## src/rtl/fetch_unit.sv

```systemverilog
// fetch_unit: rv32i instruction fetch stage.
// Owns the program counter and addresses the combinational instruction memory.
// Fetched words are captured with their PC into a 2-entry in-order buffer,
// which presents a valid/ready stream to decode.
// A redirect from execute flushes the buffer and restarts fetch at the target.
module fetch_unit #(
    parameter logic [31:0] RESET_PC = 32'h0000_0000
) (
    input  logic        clk,
    input  logic        rst_n,
    output logic [31:0] imem_addr,
    input  logic [31:0] imem_instr,
    input  logic        redirect_valid,
    input  logic [31:0] redirect_pc,
    output logic        if_valid,
    input  logic        if_ready,
    output logic [31:0] if_pc,
    output logic [31:0] if_instr
);

    logic [31:0] pc;
    logic [31:0] buf_pc    [0:1];
    logic [31:0] buf_instr [0:1];
    logic        rd_ptr;
    logic        wr_ptr;
    logic [1:0]  count;

    logic        pop;
    logic        fetch;
    logic [31:0] redirect_target;
    logic        unused_redirect_bits;

    // Low two bits of a redirect target are meaningless for word-aligned fetch.
    assign redirect_target      = {redirect_pc[31:2], 2'b00};
    assign unused_redirect_bits = ^redirect_pc[1:0];

    assign imem_addr = pc;
    assign if_valid  = (count != 2'd0);
    assign if_pc     = buf_pc[rd_ptr];
    assign if_instr  = buf_instr[rd_ptr];

    // A fetch can proceed when the buffer has room, or when a pop frees a slot in the same cycle.
    always_comb begin
        pop   = if_valid && if_ready;
        fetch = !redirect_valid && ((count < 2'd2) || pop);
    end

    // PC, buffer storage, pointers and occupancy; a redirect overrides any fetch or pop.
    always_ff @(posedge clk or negedge rst_n) begin
        if (!rst_n) begin
            pc     <= RESET_PC;
            rd_ptr <= 1'b0;
            wr_ptr <= 1'b0;
            count  <= 2'd0;
            for (int i = 0; i < 2; i++) begin
                buf_pc[i]    <= 32'h0000_0000;
                buf_instr[i] <= 32'h0000_0000;
            end
        end else if (redirect_valid) begin
            pc     <= redirect_target;
            rd_ptr <= 1'b0;
            wr_ptr <= 1'b0;
            count  <= 2'd0;
        end else begin
            if (fetch) begin
                buf_pc[wr_ptr]    <= pc;
                buf_instr[wr_ptr] <= imem_instr;
                wr_ptr            <= ~wr_ptr;
                pc                <= pc + 32'd4;
            end
            if (pop) begin
                rd_ptr <= ~rd_ptr;
            end
            count <= count + {1'b0, fetch} - {1'b0, pop};
        end
    end

endmodule

```

## config.mk

```make
export PLATFORM = sky130hd
export DESIGN_NAME = fetch_unit
export DESIGN_NICKNAME = d
export VERILOG_FILES = /design/src/rtl/fetch_unit.sv
export SDC_FILE = /design/constraint.sdc
export NUM_CORES = 1
export LEC_CHECK = 0
export ABC_AREA = 1
export ABC_CLOCK_PERIOD_IN_PS = 3000
export CORE_MARGIN = 1.5
export CORE_UTILIZATION = 45
export DETAILED_ROUTE_END_ITERATION = 10
export PLACE_DENSITY = 0.72
export REMOVE_ABC_BUFFERS = 1
export SYNTH_ARGS = -nofsm -noshare
export SYNTH_HDL_FRONTEND = slang
export SYNTH_SLANG_ARGS = --single-unit
export TNS_END_PERCENT = 100
```

## constraint.sdc

```tcl
create_clock -name clk -period 3 [get_ports clk]
set_input_delay 0.45 -clock clk [delete_from_list [all_inputs] [get_ports clk]]
set_output_delay 0.45 -clock clk [all_outputs]
set_load 0.1 [all_outputs]
```

# --- Yosys cells after proc, flatten, opt, wreduce, memory -nomap -nowiden ---
# Cells that the tools add are included.
op_classes:
  n_addsub: 3
  order_cmp: 4
  muxes: 17
  bitwise_logic: 5
  reduce_logical: 9
op_table:
  columns: ["cell", "count"]
  rows:
  - ["$mux 32", 9]
  - ["$bwmux 64", 2]
  - ["$add 32x3->32 const B", 1]
  - ["$demux 32 s1", 1]
  - ["$reduce_bool 2->1", 3]
  - ["$ge 2x2->1 const B", 2]
  - ["$mux 1", 4]
  - ["$not 1->2", 2]
  - ["$logic_and 1x1->1", 3]
  - ["$not 1->1", 3]
  - ["$add 2x1->2", 1]
  - ["$lt 2x1->1 const B", 1]
  - ["$lt 2x2->1 const B", 1]
  - ["$mux 2", 1]
  - ["$reduce_and 2->1", 1]
  - ["$sub 2x1->2", 1]
  - ["$logic_not 1->1", 1]
  - ["$logic_or 1x1->1", 1]
word_totals:
  reg_bits: 164
  input_bits: 68
  output_inout_bits: 97

# --- Depth between registers and ports, before layout ---
# Gate-level depths: netlist of the first run.
logic_depth:
  word_depth: 7
  depth_mapped: 11
  ltp_nobuf: 10

# --- Worst setup path after synthesis of the first run ---
# No wires, ideal clock.
synth_path:
  path_kind: "reg-to-reg"
  startpoint: "register pc[3], in the netlist imem_addr[3]"
  endpoint: "register pc[24], in the netlist imem_addr[24]"
  setup_time_ns: 0.120
  arrival_time_ns: 2.248
  required_time_ns: 2.880
  path_slack_ns: 0.632
  stages_incl_launch_ff: 11
  n_path_buf: 0
  cell_sequence: "dfrtp_1 -> ha_1 -> nand2_1 -> nor2_1 -> nand2_1 -> nor2_1 -> nand2_1 -> nand2_1 -> nand3_1 -> nand2_1 -> nand2_1"
synth_via:
  elab_chain_cells: 3
synth_rtl:
  columns: ["element", "line", "text"]
  rows:
  - ["start, declared", "21", "logic [31:0] pc;"]
  - ["start signal, assigned", "60", "pc <= redirect_target;"]
  - ["start signal, assigned", "69", "pc <= pc + 32'd4;"]
  - ["$add 32x3->32", "69", null]
  - ["$mux 32", "65", "if (fetch) begin"]
  - ["$mux 32", "59", "end else if (redirect_valid) begin"]
# Every way passes these cells. The select of a mux whose other input is x is not followed.
# A chain may end at the register's enable or synchronous reset.

# --- Worst setup path in the final report of the first run ---
layout_path:
  startpoint: "register rd_ptr"
  endpoint: "output port if_instr[4]"
layout_via:
  elab_chain_cells: 4
layout_rtl:
  columns: ["element", "line", "text"]
  rows:
  - ["start, declared", "24", "logic rd_ptr;"]
  - ["start signal, assigned", "72", "rd_ptr <= ~rd_ptr;"]
  - ["$not 1->2 (implied by the code)", "40", "assign if_instr = buf_instr[rd_ptr];"]
  - ["$mux 32 (implied by the code) (3 in a row)", "40", null]
  - ["end, declared", "18", "output logic [31:0] if_instr"]
# Every way passes these cells. The select of a mux whose other input is x is not followed.

==> qor.tcl, run 1 <==
set qor(final.hold.worst_slack_ns) -0.00441
set qor(worstMarginPinSlew_ns) 0.773
set qor(synth.area.top_cells) {sky130_fd_sc_hd__dfrtp_1 (51%), sky130_fd_sc_hd__nand2_1 (22%), sky130_fd_sc_hd__o21ai_1 (7.1%)}
set qor(vias_per_cell) 4.96
set qor(cts_sinks) 158
set qor(synth_edf_count) 0
set qor(core_area_mm2) 0.0166
set qor(synth_top_area_cell) {sky130_fd_sc_hd__dfrtp_1}
set qor(most_common_cell_after_layout_fill_and_taps_aside) {sky130_fd_sc_hd__nand2_1}
set qor(grt_start_max_net_pins) 74
set qor(stdcell_count) 1398
set qor(drt_first_iter_violations) 427
set qor(timing_max_transition_violations_final) 0
set qor(failed_checks) {hold timing}
set qor(endpoint_kind) {primary output}
set qor(grt_pass1_wl_um) 32300
set qor(diodes_inserted) 0
set qor(fin_tns_setup_ns) 0
set qor(path_delay_family) {buffers and inverters}
set qor(syn-mean-instance-area_um2) 7.56
set qor(cp_cell_sequence) {inv_2, buf_4, nand2_1, nand2_1, buf_12}
set qor(cts-resized-gates) 0
set qor(detail_route.wl_per_cell_um) 14.1
set qor(gr-usage-all-layers_pct) 22.7
set qor(route.final.wire_length_um) 19700
set qor(clock_tree.htree_level_count) 4
set qor(top_level_ports) 165
set qor(synth_top_flop_cell) {sky130_fd_sc_hd__dfrtp_1}
set qor(die_x_um) 134
set qor(synth_cell_types) 32
set qor(fp.dieH_um) 134
set qor(routed-via-count) 6931
set qor(finalWeightedCongestion) 0.884
set qor(io_buffers) 158
set qor(global_route.overflow_total) 0
set qor(finalClockSkew_ns) 0.0105
set qor(most-common-layout-cells) {sky130_fd_sc_hd__nand2_1 (447), sky130_fd_sc_hd__dfrtp_1 (157), sky130_fd_sc_hd__o21ai_1 (110), sky130_fd_sc_hd__inv_1 (88), sky130_fd_sc_hd__buf_12 (66)}
set qor(area_delta_synth_final_pct) 37.3
set qor(timing_hold_violations_final) 6
set qor(cts_root_buf) {sky130_fd_sc_hd__clkbuf_16}
set qor(rsz0062_at_grt) {false}
set qor(slew_headroom_pct) 48.4
set qor(post_cts_hold_buffer_count) 0
set qor(hold_path_class) {in -> async}
set qor(die_area_mm2) 0.0179
set qor(share_of_layout_cells_above_drive_strength_1_pct) 13.5
set qor(placement_row_count) 47
set qor(cp_data_arrival_time_ns) 2.02
set qor(nNetsFinal) 1236
set qor(synthesized_instance_count) 1021
set qor(maxCapViolCount) 0
set qor(ys_ff_latch) 158
set qor(drt_pass_1_iters) 5
set qor(number_of_global_route_vias_before_repair) 6554
set qor(synth_top_area_share_pct) 51.2
set qor(post-dp-hpwl_um) 13600
set qor(finalCritPeriodShare_pct) 82.3
set qor(critical-path-slowest-cell) {sky130_fd_sc_hd__dfrtp_2}
set qor(yosys_warnings) 0
set qor(cts_tree) {built}
set qor(placedCellCount) 1366
set qor(critPathMaxStageDelay_ns) 0.40
set qor(status) {finished, violations left}
set qor(antenna_left) 0
set qor(seq_area_frac_synth_pct) 51.2
set qor(critical_path_required_ns) 2.55
set qor(cts.repair_timing.setup_buffer_count) 0
set qor(initial_core_util_pct) 46.4
set qor(crit_type) {reg -> out}
set qor(path_buf_inv) 3
set qor(grt_antenna_before_repair) 0
set qor(maximum_clock_path_buffer_count) 2
set qor(fin_util_pct) 63.7
set qor(cp_startpoint_kind) {flop}
set qor(min_tclk_post_route_ns) 2.47
set qor(critPathMostFrequentCell) {sky130_fd_sc_hd__nand2_1}
set qor(achievable_clock_frequency_mhz) 405
set qor(cell_area_after_synthesis_mm2) 0.00772
set qor(numCtsBuffers) 17
set qor(postSynth.asyncResetShare_pct) 100
set qor(drt_drc_violations_left) 0
set qor(path_max_fanout) 27
set qor(worst_skew_pair.late_latency_ns) 0.42
set qor(cts.clk_slew.worst_paths_ns) 0.07
set qor(setup_viol) 0
## cells by family after synthesis
kind of cell / synth area share (%)
AO/OA/AOI/OAI: 11.3
XOR/XNOR: 0.681
adder cells (fa/ha/maj): 0.486
buffers and inverters: 8.66
flip-flops: 51.2
other: 0.0486
AND/OR/NAND/NOR: 27.6
## metrics by stage
step           worst slack [ns]  instance area, um^2
2_1_floorplan          -0.00418                 7420
3_3_place_gp              0.399                 9980
3_5_place_dp              0.385                 9980
4_1_cts                   0.490                10600
5_1_grt                   0.405                10600
6_report                  0.532                10600
## per-layer routing
metal | vias up | GRT usage (%) | share of wire [%] | wire length (um)
li1 | 3475 | - | - | -
met1 | 3165 | 31.2 | 45 | 8770
met2 | 251 | 35.8 | 46 | 9120
met3 | 40 | 4.20 | 6.6 | 1310
met4 | 0 | 8.76 | 2.5 | 496
met5 | - | 0 | 0 | 0
## final timing paths
path | startpoint | end | slack (ns) | cells after the start
setup / recovery | rd_ptr | if_instr[4] | 0.53 | 5
hold / removal | rst_n | buf_pc[54] | -0.004 | 1
setup reg to reg | count[1] | imem_addr[12] | 0.83 | 10
hold reg to reg | buf_pc[34] | buf_pc[34] | 0.48 | 2
max in group asynchronous | rst_n | buf_pc[44] | 2.18 | 2
min in group clk | buf_pc[34] | buf_pc[34] | 0.48 | 2
## sequential cells by signal, summed over array words and instances (netlist names)
name	count
buf_instr	64
buf_pc	60
imem_addr	30
count	2
rd_ptr	1
wr_ptr	1
## area by class of cell
class	count	area (um^2)
tap	220	275
sequential	158	3960
multi-input combinational	721	3110
clock inverter	12	159
timing repair buffer	173	2290
inverter	94	355
fill	1424	6040
clock buffer	20	457
## cells in the mapped netlist (2+ instances only)
cell type	instances
sky130_fd_sc_hd__o21ai_2	5
sky130_fd_sc_hd__nor2_2	2
sky130_fd_sc_hd__xor2_1	5
sky130_fd_sc_hd__ha_1	3
sky130_fd_sc_hd__nor2_1	46
sky130_fd_sc_hd__nand2_4	4
sky130_fd_sc_hd__inv_2	4
sky130_fd_sc_hd__a21oi_1	7
sky130_fd_sc_hd__o21bai_1	2
sky130_fd_sc_hd__a31oi_1	2
sky130_fd_sc_hd__inv_1	88
sky130_fd_sc_hd__nand2_2	2
sky130_fd_sc_hd__o21ai_0	33
sky130_fd_sc_hd__buf_4	4
sky130_fd_sc_hd__buf_2	7
sky130_fd_sc_hd__clkbuf_1	18
sky130_fd_sc_hd__buf_6	13
sky130_fd_sc_hd__o211ai_1	4
sky130_fd_sc_hd__o21ai_1	110
sky130_fd_sc_hd__nand2_1	447
sky130_fd_sc_hd__buf_1	9
sky130_fd_sc_hd__nor3_1	3
sky130_fd_sc_hd__dfrtp_1	158
sky130_fd_sc_hd__nand3_1	37
Power of run 1 is left out: the tool's default activity adds up to more than one toggle a clock period on the data nets, which glitch-free logic cannot reach.
==> run 2, diff against run 1 <==
- ABC_CLOCK_PERIOD_IN_PS: 3000 -> 2100
- PLACE_DENSITY: 0.72 -> 0.75
- clock period: 3 -> 2.1 ns (I/O delays scaled with it)
==> qor.tcl, run 2 (synthesis gave the netlist of run 1 again) <==
set qor(cts_sinks) 158 ;# unchanged
set qor(io_buffers) 158 ;# unchanged
set qor(placement.setup.worst_slack_ns) 0.132 ;# -0.253 ns
set qor(dpl_cell_area_mm2) 0.0100 ;# +0.65%
set qor(path_buf_inv) 3 ;# unchanged
set qor(share_of_layout_cells_above_drive_strength_1_pct) 13.6 ;# +0.14 points
set qor(crit_type) {reg -> out}
set qor(grt_antenna_before_repair) 0 ;# unchanged
set qor(cts_tree) {built}
set qor(gr-usage-all-layers_pct) 23.7 ;# +0.98 points
set qor(number_of_global_route_vias_before_repair) 6727 ;# +2.6%
set qor(timing_max_transition_violations_final) 0 ;# unchanged
set qor(min_tclk_post_route_ns) 1.94
set qor(grt_start_max_net_pins) 87 ;# +18%
set qor(cp_cell_sequence) {inv_2, buf_6, nand2_1, nand2_1, buf_12}
set qor(antenna_left) 0 ;# unchanged
set qor(critPathMaxStageDelay_ns) 0.43 ;# +0.03 ns
set qor(worst-r2r-cell-count) 10 ;# unchanged
set qor(grt_pass1_wl_um) 33600 ;# +3.9%
set qor(cts_root_buf) {sky130_fd_sc_hd__clkbuf_16}
set qor(endpoint_kind) {primary output}
set qor(final_standard_cell_area_without_fillers_mm2) 0.0106 ;# +0.34%
set qor(r2r-end) {imem_addr[18]}
set qor(initial_core_util_pct) 46.4 ;# unchanged
set qor(rsz0062_at_grt) {false}
set qor(die_area_mm2) 0.0179 ;# unchanged
set qor(cp-endpoint) {if_pc[31]}
set qor(path_delay_family) {buffers and inverters}
set qor(fp.dieH_um) 134 ;# unchanged
set qor(route.final.wire_length_um) 20100 ;# +1.9%
set qor(routed-via-count) 6941 ;# +0.14%
set qor(numCtsBuffers) 17 ;# unchanged
set qor(fin_tns_setup_ns) 0 ;# unchanged
set qor(finalCritPeriodShare_pct) 92.5
set qor(cp_data_arrival_time_ns) 1.63 ;# -0.39 ns
set qor(largest_register) {buf_instr}
set qor(cp_startpoint_kind) {flop}
set qor(core_area_mm2) 0.0166 ;# unchanged
set qor(drt_pass_1_iters) 5 ;# unchanged
set qor(vias_per_cell) 4.95 ;# about the same
set qor(hold_path_class) {in -> async}
set qor(worst-r2r-setup-slack_ns) 0.21 ;# -0.62 ns
set qor(most-common-layout-cells) {sky130_fd_sc_hd__nand2_1 (447), sky130_fd_sc_hd__dfrtp_1 (157), sky130_fd_sc_hd__o21ai_1 (110), sky130_fd_sc_hd__inv_1 (88), sky130_fd_sc_hd__buf_12 (70)}
set qor(path_depth) 5 ;# unchanged
set qor(global_route.overflow_total) 0 ;# unchanged
set qor(drt_drc_violations_left) 0 ;# unchanged
set qor(top_level_ports) 165 ;# unchanged
set qor(die_x_um) 134 ;# unchanged
set qor(status) {completed}
set qor(finalWeightedCongestion) 0.876 ;# -0.96%
set qor(r2r-start) {imem_addr[3]}
set qor(cts.clk_slew.worst_paths_ns) 0.06 ;# about the same
set qor(drt_first_iter_violations) 517 ;# +21%
set qor(largest_reg_flops) 64 ;# unchanged
set qor(timing_hold_violations_final) 0 ;# -6
set qor(most_common_cell_after_layout_fill_and_taps_aside) {sky130_fd_sc_hd__nand2_1}
set qor(maximum_clock_path_buffer_count) 2 ;# unchanged
set qor(nNetsFinal) 1239 ;# +0.24%
set qor(setup.worst_path.start) {rd_ptr}
set qor(cts.repair_timing.setup_buffer_count) 0 ;# unchanged
set qor(worst_skew_pair.late_latency_ns) 0.42 ;# about the same
set qor(critical-path-slowest-cell) {sky130_fd_sc_hd__dfrtp_2}
set qor(setup_viol) 0 ;# unchanged
set qor(post-dp-hpwl_um) 13600 ;# +0.14%
set qor(timing.final.ws_setup_ns) 0.157 ;# -0.375 ns
set qor(detail_route.wl_per_cell_um) 14.3 ;# +1.7%
set qor(maxCapViolCount) 0 ;# unchanged
set qor(area_delta_synth_final_pct) 37.8
set qor(critPathMostFrequentCell) {sky130_fd_sc_hd__nand2_1}
set qor(path_max_fanout) 27 ;# unchanged
set qor(critical_path_required_ns) 1.78 ;# -0.77 ns
set qor(clock_tree.htree_level_count) 4 ;# unchanged
set qor(finalClockSkew_ns) 0.0102 ;# -0.000306 ns
set qor(placement_row_count) 47 ;# unchanged
set qor(diodes_inserted) 0 ;# unchanged
set qor(achievable_clock_frequency_mhz) 515
[run 2: cell count changes in the layout (fill, tap and decap cells not counted), sizes merged]
cell         previous run  this run
buf                   109       111
bufinv                  3         2
clkbuf                 20        21
clkinv                  6         5
clkinvlp                2         5
dlygate4sd3             0         1
inv                    95        93
[run 2: layout make-up]
class | instances | area (um^2)
timing repair buffer | 176 | 2370
multi-input combinational | 721 | 3110
sequential | 158 | 3960
inverter | 94 | 355
clock buffer | 21 | 450
tap | 220 | 275
fill | 1439 | 6010
clock inverter | 11 | 118
[run 2: worst reg2reg max path, delay by kind of cell (launching register included)]
family                     cells  cell delay [ns]
adders and majority gates      1             0.22
DFF                            1             0.43
and+or+nand+nor                8             1.03
buffers and inverters          1             0.09
[run 2: worst min path at each step]
stage / slack (ns) / cells past startpoint / endpoint / startpoint
finish: 0.38 / 2 / buf_instr[47] / rst_n
global route: 0.41 / 2 / buf_instr[47] / rst_n
CTS: 0.38 / 2 / buf_instr[47] / rst_n
detailed placement: 0.26 / 1 / buf_instr[47] / rst_n
global placement: 0.26 / 1 / buf_instr[47] / rst_n
floorplan: 0.02 / 0 / buf_instr[0] / rst_n
[run 2: routing by layer]
metal  global-route usage [%]  wire, um
met1                     32.1      8730
met2                     37.9      9380
met3                     5.37      1540
met4                     7.61       430
met5                        0         0
[run 2: what timing repair did]
item	CTS	global route
endpoints found under the setup margin	0	7
endpoints found under the hold margin	39	0
hold buffers	1	0
gates resized for setup	0	3
[run 2: per-stage QoR]
stage,util (%),instances,hold slack (ns)
after global routing,63.9,1401,0.412
after floorplan,-,973,0.0194
final,63.9,1401,0.383
after global placement,60.4,1368,0.257
after detailed placement,60.4,1368,0.257
after CTS,63.8,1401,0.379
Power of run 2 is left out for the same reason.
